[config.mk]
export PLATFORM = sky130hd
export DESIGN_NAME = mem_bus_arbiter
export DESIGN_NICKNAME = d
export VERILOG_FILES = /design/src/rtl/mem_bus_arbiter.sv
export SDC_FILE = /design/constraint.sdc
export NUM_CORES = 1
export LEC_CHECK = 0
export ABC_AREA = 1
export CAP_MARGIN = 40
export CORE_ASPECT_RATIO = 1.1
export CORE_MARGIN = 5
export CORE_UTILIZATION = 48
export CTS_BUF_LIST = sky130_fd_sc_hd__clkbuf_4
export DETAILED_ROUTE_END_ITERATION = 12
export GPL_ROUTABILITY_DRIVEN = 0
export PLACE_DENSITY = 0.95
export SETUP_SLACK_MARGIN = 0.05
export SYNTH_ARGS = -nofsm -noshare
export SYNTH_HDL_FRONTEND = slang
export SYNTH_SLANG_ARGS = --single-unit
[constraint.sdc]
create_clock -name clk -period 2.3 [get_ports clk]
set_input_delay 0.345 -clock clk [delete_from_list [all_inputs] [get_ports clk]]
set_output_delay 0.345 -clock clk [all_outputs]
set_load 0.03 [all_outputs]
[src/rtl/mem_bus_arbiter.sv]
// mem_bus_arbiter: two-master round-robin arbiter/sequencer for the shared
// 16-bit address / 8-bit data memory bus. ROM lives on page ROM_PAGE, RAM on
// every other page. One single-byte transaction at a time: IDLE -> ACCESS -> RESP.
//
// Ports
//   clk, reset                 clock (rising edge), async active-low reset
//   m0_*/m1_* req,we,addr,wdata  master request inputs (held until ack/err)
//   m0_*/m1_* rdata,ack,err      per-master response (one-cycle pulse)
//   mem_addr, mem_wdata        registered bus address / write data
//   mem_we, mem_re             RAM strobes, high for the whole RAM ACCESS state
//   rom_rdata                  combinational ROM read data
//   ram_rdata, ram_ready       RAM read data and completion
//   busy                       high whenever not IDLE
//   owner                      current or last granted master
module mem_bus_arbiter #(
  parameter logic [7:0]  ROM_PAGE = 8'h00,
  parameter int unsigned RAM_WAIT = 1,
  parameter int unsigned TIMEOUT  = 15
) (
  input  logic        clk,
  input  logic        reset,
  input  logic        m0_req,
  input  logic        m0_we,
  input  logic [15:0] m0_addr,
  input  logic [7:0]  m0_wdata,
  output logic [7:0]  m0_rdata,
  output logic        m0_ack,
  output logic        m0_err,
  input  logic        m1_req,
  input  logic        m1_we,
  input  logic [15:0] m1_addr,
  input  logic [7:0]  m1_wdata,
  output logic [7:0]  m1_rdata,
  output logic        m1_ack,
  output logic        m1_err,
  output logic [15:0] mem_addr,
  output logic [7:0]  mem_wdata,
  output logic        mem_we,
  output logic        mem_re,
  input  logic [7:0]  rom_rdata,
  input  logic [7:0]  ram_rdata,
  input  logic        ram_ready,
  output logic        busy,
  output logic        owner
);

  localparam int unsigned ADDR_W = 16;
  localparam int unsigned DATA_W = 8;
  localparam int unsigned CNT_W  = 8;

  typedef enum logic [1:0] {S_IDLE, S_ACCESS, S_RESP} state_t;

  state_t              r_state, w_state_nxt;
  logic                r_last_owner, w_last_owner_nxt;
  logic                r_owner, w_owner_nxt;
  logic                r_we, w_we_nxt;
  logic [ADDR_W-1:0]   r_addr, w_addr_nxt;
  logic [DATA_W-1:0]   r_wdata, w_wdata_nxt;
  logic [CNT_W-1:0]    r_cnt, w_cnt_nxt;
  logic                r_mem_we, w_mem_we_nxt;
  logic                r_mem_re, w_mem_re_nxt;
  logic                r_m0_ack, r_m0_err, r_m1_ack, r_m1_err;
  logic [DATA_W-1:0]   r_m0_rdata, r_m1_rdata;
  logic                r_busy;
  logic                w_grant;
  logic                w_done;
  logic                w_fail;
  logic [DATA_W-1:0]   w_data;

  // State and output registers
  always_ff @(posedge clk or negedge reset) begin
    if (!reset) begin
      r_state      <= S_IDLE;
      r_last_owner <= 1'b1;
      r_owner      <= 1'b0;
      r_we         <= 1'b0;
      r_addr       <= '0;
      r_wdata      <= '0;
      r_cnt        <= '0;
      r_mem_we     <= 1'b0;
      r_mem_re     <= 1'b0;
      r_m0_ack     <= 1'b0;
      r_m0_err     <= 1'b0;
      r_m1_ack     <= 1'b0;
      r_m1_err     <= 1'b0;
      r_m0_rdata   <= '0;
      r_m1_rdata   <= '0;
      r_busy       <= 1'b0;
    end else begin
      r_state      <= w_state_nxt;
      r_last_owner <= w_last_owner_nxt;
      r_owner      <= w_owner_nxt;
      r_we         <= w_we_nxt;
      r_addr       <= w_addr_nxt;
      r_wdata      <= w_wdata_nxt;
      r_cnt        <= w_cnt_nxt;
      r_mem_we     <= w_mem_we_nxt;
      r_mem_re     <= w_mem_re_nxt;
      r_m0_ack     <= w_done & ~r_owner;
      r_m0_err     <= w_fail & ~r_owner;
      r_m1_ack     <= w_done & r_owner;
      r_m1_err     <= w_fail & r_owner;
      r_m0_rdata   <= r_owner ? '0 : w_data;
      r_m1_rdata   <= r_owner ? w_data : '0;
      r_busy       <= (w_state_nxt != S_IDLE);
    end
  end

  // Next-state, grant and completion logic
  always_comb begin
    w_state_nxt      = r_state;
    w_last_owner_nxt = r_last_owner;
    w_owner_nxt      = r_owner;
    w_we_nxt         = r_we;
    w_addr_nxt       = r_addr;
    w_wdata_nxt      = r_wdata;
    w_cnt_nxt        = r_cnt;
    w_mem_we_nxt     = 1'b0;
    w_mem_re_nxt     = 1'b0;
    w_grant          = 1'b0;
    w_done           = 1'b0;
    w_fail           = 1'b0;
    w_data           = '0;

    case (r_state)
      S_IDLE: begin
        if (m0_req || m1_req) begin
          // On a tie the master that did not win last time gets the bus
          w_grant     = (m0_req && m1_req) ? ~r_last_owner : m1_req;
          w_owner_nxt = w_grant;
          w_we_nxt    = w_grant ? m1_we    : m0_we;
          w_addr_nxt  = w_grant ? m1_addr  : m0_addr;
          w_wdata_nxt = w_grant ? m1_wdata : m0_wdata;
          w_cnt_nxt   = '0;
          w_state_nxt = S_ACCESS;
          // Only RAM accesses drive a strobe
          if (w_addr_nxt[15:8] != ROM_PAGE) begin
            w_mem_we_nxt = w_we_nxt;
            w_mem_re_nxt = ~w_we_nxt;
          end
        end
      end

      S_ACCESS: begin
        if (r_addr[15:8] == ROM_PAGE) begin
          w_state_nxt = S_RESP;
          if (r_we) begin
            w_fail = 1'b1;
          end else begin
            w_done = 1'b1;
            w_data = rom_rdata;
          end
        end else if ((r_cnt >= CNT_W'(RAM_WAIT)) && ram_ready) begin
          w_state_nxt = S_RESP;
          w_done      = 1'b1;
          w_data      = r_we ? '0 : ram_rdata;
        end else if (r_cnt >= CNT_W'(TIMEOUT - 1)) begin
          w_state_nxt = S_RESP;
          w_fail      = 1'b1;
        end else begin
          w_cnt_nxt    = r_cnt + CNT_W'(1);
          w_mem_we_nxt = r_mem_we;
          w_mem_re_nxt = r_mem_re;
        end
      end

      S_RESP: begin
        w_state_nxt      = S_IDLE;
        w_last_owner_nxt = r_owner;
      end

      default: begin
        w_state_nxt = S_IDLE;
      end
    endcase
  end

  assign mem_addr  = r_addr;
  assign mem_wdata = r_wdata;
  assign mem_we    = r_mem_we;
  assign mem_re    = r_mem_re;
  assign m0_ack    = r_m0_ack;
  assign m0_err    = r_m0_err;
  assign m0_rdata  = r_m0_rdata;
  assign m1_ack    = r_m1_ack;
  assign m1_err    = r_m1_err;
  assign m1_rdata  = r_m1_rdata;
  assign busy      = r_busy;
  assign owner     = r_owner;

endmodule

==> results of run 1 <==
-- registers in the layout (all words and copies together) (netlist names) --
| register | count |
|---|---|
| mem_addr | 16 |
| m0_rdata | 8 |
| m1_rdata | 8 |
| mem_wdata | 8 |
| r_cnt | 8 |
| r_state | 2 |
| busy | 1 |
| m0_ack | 1 |
| m0_err | 1 |
| m1_ack | 1 |
| m1_err | 1 |
| mem_re | 1 |
| mem_we | 1 |
| owner | 1 |
| r_last_owner | 1 |
| r_we | 1 |
-- final cells by class --
type                            instances  share of cell area [%]
Clock buffer                            9                    1.58
Clock inverter                          6                    1.87
Inverter                               27                    2.37
Multi-Input combinational cell        250                    27.6
Sequential cell                        60                    35.2
Tap cell                               77                    2.26
Timing Repair Buffer                  127                    29.2
-- layer usage --
layer,GRT usage [%],vias to the layer above,share of wire (%)
li1,-,1360,-
met1,24.5,1241,41
met2,36.0,116,50
met3,5.79,10,7.5
met4,8.31,0,1.3
met5,0,-,0
-- power breakdown --
part / total [mW] / leakage, nW / switching (mW) / internal [mW]
logic: 2.53 / 1.21 / 1.56 / 0.963
registers: 1.62 / 0.774 / 0.230 / 1.39
clock network: 0.792 / 0.0785 / 0.366 / 0.427
-- final timing paths --
check	slack [ns]	startpoint	to	cells after the start
setup / recovery	0.46	mem_addr[11]	mem_addr[11]	1
hold / removal	0.46	reset	m0_rdata[6]	2
setup reg to reg	0.52	r_cnt[1]	r_cnt[3]	11
hold reg to reg	0.50	mem_addr[1]	mem_addr[1]	2
max in group asynchronous	1.11	reset	r_last_owner	3
min in group clk	0.50	mem_addr[1]	mem_addr[1]	2
-- cell families after synthesis --
logic type	Yosys count	synth area share [%]
adders and majority gates	4	1.74
AOI/OAI and AO/OA	50	9.69
and+or+nand+nor	193	28.6
xor gates and xnor gates	3	0.913
buffers and inverters	42	6.91
DFF	60	52.2
-- repair_timing --
item,CTS,global route
endpoints found under the hold margin,21,0
setup buffers,0,0
hold buffers,1,0
-- per-stage QoR --
stage | setup WS, ns | cell area (um^2) | power [mW] | cells | hold WS, ns
finish | 0.463 | 4270 | 4.94 | 556 | 0.456
CTS | 0.440 | 4270 | 4.98 | 556 | 0.432
global route | 0.398 | 4270 | 5.29 | 556 | 0.480
floorplan | 0.848 | 2880 | 3.15 | 352 | 0.0494
global placement | 0.243 | 4110 | 4.08 | 540 | 0.322
detailed placement | 0.193 | 4110 | 4.17 | 540 | 0.333
-- placed cells by master, fill, tap and decap left out, drive strengths merged, types with 4 or more instances in the layout --
cell / instances
o21ai: 46
clkbuf: 9
nand4: 5
ha: 4
inv: 27
clkdlybuf4s50: 117
nand3b: 5
dfrtp: 59
nand3: 17
buf: 9
nor2: 70
clkinv: 4
nand2: 96
==> flow_summary.json, run 1 <==
{
  "cts-buffers-inserted": 9,
  "grt_max_degree": 25,
  "initial_core_util_pct": 49.6,
  "cts_max_level": 3,
  "min_path_type": "in2async",
  "crit_path_end_kind": "output port",
  "finalMaxSlewViolations": 0,
  "fmax_ghz": 0.544,
  "final_core_utilization_pct": 73.6,
  "yosys.area.top_type_share_pct": 51.3,
  "multi_input_area_um2": 1180,
  "start_kind": "flip-flop",
  "dieArea_um2": 7650,
  "post-dp-hpwl_mm": 6.02,
  "cts.sinks": 60,
  "tns_ns": 0,
  "cts.clk_slew.worst_paths_ns": 0.10,
  "synth_edf_count": 0,
  "nFillCells": 454,
  "via_count": 2727,
  "fp.dieH_um": 91.2,
  "worstPathCellList": "clkdlybuf4s50_1",
  "post_synth_instance_area_um2": 2880,
  "ys_top_cells_by_count": "90 x nand2_1, 68 x nor2_1, 59 x dfrtp_1",
  "critPathTopFamily": "buffers and inverters",
  "antenna_found_initial": 0,
  "synthFlopType": "dfrtp_1",
  "yosysMostFrequentCell": "nand2_1",
  "slew_headroom_pct": 67.1,
  "gr-total-overflow": 0,
  "grt_pass1_vias": 2809,
  "clk_latency_ns": 0.38,
  "post_cts_resized": 0,
  "port_buffers": 118,
  "finalSetupViolCount": 0,
  "ys_top_cells_by_area": "dfrtp_1 51%, nand2_1 12%, nor2_1 8.9%",
  "power_density_nw_per_um2": 1160,
  "root_buffer": "clkbuf_4",
  "min_period_over_period_pct": 79.9,
  "critPathKind": "reg2out",
  "core_area_um2": 5810,
  "outcome": "completed",
  "ctsLongestPathBuffers": 2,
  "io_pins": 119,
  "ys_ff_latch": 60,
  "postRouteWirelength_mm": 7.77,
  "hold_violations": 0,
  "arrival_ns": 1.49,
  "drive_gt1_share_pct": 7.72,
  "syn_to_final_growth_pct": 48.4,
  "vias_per_cell": 4.90,
  "cp_max_fo": 3,
  "synth.distinct_cells": 30,
  "drt-pass1-iter-count": 4,
  "die_x_um": 83.8,
  "antenna_cells": 0,
  "grtUsageTotal_pct": 20.8,
  "drc": 0,
  "seq_area_um2": 1500,
  "worstMarginPinSlew_ns": 0.493,
  "num-nets-final": 550,
  "ys_async_sr_fraction_pct": 100,
  "cp_num_buf_inv": 1,
  "synth_area_per_cell_um2": 8.18,
  "clock_skew_ns": 0.0128,
  "yosysSeqAreaShare_pct": 52.2,
  "syn_nets": 427,
  "ir_drop_mv": 0.723,
  "yosys_warnings": 0,
  "worst_path_max_delay_cell": "clkdlybuf4s50_1",
  "maxCapViolations": 0,
  "critPathMaxStageDelay_ns": 0.71,
  "drtAntennaViolNets": 0,
  "wire_per_inst_um": 14.0,
  "grt_pass1_wl_mm": 12.9,
  "yosysTopAreaCell": "dfrtp_1",
  "power.leakage_nw": 2.06,
  "num_rows": 29,
  "synth_cells": 352,
  "drt_iter0_drc": 137,
  "rsz0062_at_grt": "false",
  "cts_tree": "built",
  "min_period_ns": 1.84,
  "required_ns": 1.96
}
Note: power is estimated with default switching activity, not from simulation.
==> run 2: changes to the inputs <==
--- a/config.mk
+++ b/config.mk
@@ -9,11 +9,11 @@
 export CAP_MARGIN = 40
 export CORE_ASPECT_RATIO = 1.1
 export CORE_MARGIN = 5
-export CORE_UTILIZATION = 48
+export CORE_UTILIZATION = 40
 export CTS_BUF_LIST = sky130_fd_sc_hd__clkbuf_4
 export DETAILED_ROUTE_END_ITERATION = 12
 export GPL_ROUTABILITY_DRIVEN = 0
-export PLACE_DENSITY = 0.95
+export PLACE_DENSITY = 0.89
 export SETUP_SLACK_MARGIN = 0.05
 export SYNTH_ARGS = -nofsm -noshare
 export SYNTH_HDL_FRONTEND = slang
==> constraint.sdc (replaced) <==
create_clock -name clk -period 1.59 [get_ports clk]
set_input_delay 0.2385 -clock clk [delete_from_list [all_inputs] [get_ports clk]]
set_output_delay 0.2385 -clock clk [all_outputs]
set_load 0.03 [all_outputs]
==> flow_summary.json, run 2 (synthesis gave the netlist of run 1 again) <==
{
  "cp_max_fo": 6,
  "postRouteWirelength_mm": 8.16,
  "hold_violations": 0,
  "io_pins": 119,
  "maxCapViolations": 0,
  "fp.dieH_um": 99.0,
  "final_common_cell": "nand2_1",
  "holdWs_ns": 0.338,
  "cts-buffers-inserted": 9,
  "cts.clk_slew.worst_paths_ns": 0.10,
  "die_x_um": 90.9,
  "largest_reg_flops": 16,
  "syn_to_final_growth_pct": 56.3,
  "drive_gt1_share_pct": 16.9,
  "min_period_ns": 1.52,
  "via_count": 2817,
  "antenna_cells": 0,
  "start_kind": "flip-flop",
  "antenna_found_initial": 0,
  "critPathMaxStageDelay_ns": 0.42,
  "min_path_type": "in2async",
  "required_ns": 1.92,
  "core_area_um2": 7010,
  "critPathKind": "reg2reg",
  "num_rows": 32,
  "dieArea_um2": 9000,
  "cts_max_level": 3,
  "vias_per_cell": 4.83,
  "fmax_ghz": 0.659,
  "finalMaxSlewViolations": 0,
  "power.leakage_nw": 2.31,
  "total_power_mw": 7.30,
  "clock_skew_ns": 0.00909,
  "post-dp-hpwl_mm": 6.21,
  "cts.sinks": 60,
  "worst_path_max_delay_cell": "dfrtp_1",
  "grt_pass1_wl_mm": 13.4,
  "worstMarginPinSlew_ns": 0.478,
  "gr-total-overflow": 0,
  "cts_tree": "built",
  "num-nets-final": 568,
  "seq_area_um2": 1500,
  "worstPathCellList": "buf_6, ha_4, inv_2, nand2_2, nand2_2, nand2_2, nor2_4, nand3_4, nand2_4, nand2_2, nand2_2",
  "clk_latency_ns": 0.39,
  "nFillCells": 617,
  "rsz0062_at_grt": "true",
  "initial_core_util_pct": 41.1,
  "crit_path_end_kind": "flip-flop",
  "drc": 0,
  "arrival_ns": 1.85,
  "wire_per_inst_um": 14.0,
  "ir_drop_mv": 0.898,
  "slew_headroom_pct": 68.1,
  "drt_iter0_drc": 121,
  "root_buffer": "clkbuf_4",
  "port_buffers": 118,
  "multi_input_area_um2": 1280,
  "timing.final.ws_setup_ns": 0.0732,
  "power_density_nw_per_um2": 1620,
  "grt_max_degree": 27,
  "grt_pass1_vias": 2922,
  "min_period_over_period_pct": 95.4,
  "dp_slack_ns": -0.114,
  "drt-pass1-iter-count": 4,
  "grtUsageTotal_pct": 18.2,
  "finalSetupViolCount": 0,
  "final_cell_mix": "75 x nand2_1, 69 x clkdlybuf4s50_1, 67 x nor2_1, 58 x dfrtp_1, 47 x dlygate4sd2_1",
  "outcome": "completed",
  "ctsLongestPathBuffers": 2,
  "crit_top_cell": "nand2_2",
  "drtAntennaViolNets": 0
}
==> run 2: cell count changes in the layout (fill, tap and decap cells not counted), sizes merged <==
cell	previous run	this run
clkbuf	9	10
dlygate4sd2	0	47
clkinv	4	3
clkinvlp	0	1
clkdlybuf4s50	117	69
buf	9	28
==> run 2: per-stage QoR <==
stage | utilization (%) | TNS [ns] | cells | cell area (um^2)
after floorplan | - | 0 | 352 | 2880
after global placement | 60.5 | -0.644 | 560 | 4240
after detailed placement | 60.5 | -2.04 | 560 | 4240
after CTS | 62.7 | 0 | 581 | 4400
after global routing | 64.2 | -0.0129 | 583 | 4500
final | 64.2 | 0 | 583 | 4500
==> run 2: worst max-delay path: cells and delay by family, from the launching register on <==
kind	cells	cell delay, ns
adder cells (fa/ha/maj)	1	0.14
AND/OR/NAND/NOR	8	0.70
buffers and inverters	2	0.18
flip-flops	1	0.42
==> run 2: final cells by class <==
| cell class | instances | share of cell area (%) |
|---|---|---|
| clock inverters | 6 | 1.75 |
| well taps | 85 | 2.36 |
| flip-flops and latches | 60 | 33.4 |
| multi-input cells | 250 | 28.5 |
| clock buffers | 10 | 1.67 |
| inverters | 27 | 2.25 |
| repair buffers | 145 | 30.1 |
==> run 2: layer usage <==
metal | part of all wire [%] | vias up | GRT usage, %
met1 | 40 | 1301 | 21.4
li1 | - | 1389 | -
met3 | 9.7 | 12 | 5.65
met2 | 49 | 115 | 30.7
met4 | 1.5 | 0 | 7.56
met5 | 0 | - | 0
==> run 2: worst paths after layout <==
check	start	endpoint	slack, ns	cells past startpoint
min	reset	r_state[0]	0.34	2
min in group clk	m1_addr[3]	mem_addr[3]	0.45	3
max reg2reg	r_cnt[1]	r_cnt[0]	0.07	11
min reg2reg	mem_wdata[2]	mem_wdata[2]	0.48	2
max	r_cnt[1]	r_cnt[0]	0.07	11
max in group asynchronous	reset	m0_rdata[3]	0.75	3
==> run 2: power by group <==
| part | switching (mW) | internal [mW] | leakage [nW] | total [mW] |
|---|---|---|---|---|
| Sequential | 0.365 | 2.02 | 0.773 | 2.38 |
| Combinational | 2.39 | 1.35 | 1.46 | 3.74 |
| Clock | 0.534 | 0.641 | 0.0791 | 1.17 |
==> run 2: repair_timing <==
action / CTS / global route
pin swaps: 5 / 15
setup buffers: 4 / 2
hold endpoints to repair: 14 / 0
gates resized for setup: 53 / 28
endpoints found under the setup margin: 53 / 34
hold buffers: 1 / 0
==> run 3: changes to the inputs <==
--- a/config.mk
+++ b/config.mk
@@ -11,6 +11,7 @@
 export CORE_MARGIN = 5
 export CORE_UTILIZATION = 40
 export CTS_BUF_LIST = sky130_fd_sc_hd__clkbuf_4
+export CTS_CLUSTER_DIAMETER = 150
 export DETAILED_ROUTE_END_ITERATION = 12
 export GPL_ROUTABILITY_DRIVEN = 0
 export PLACE_DENSITY = 0.89
==> results of run 3 <==
The final DEF is identical to that of run 2; final timing and power are the same.
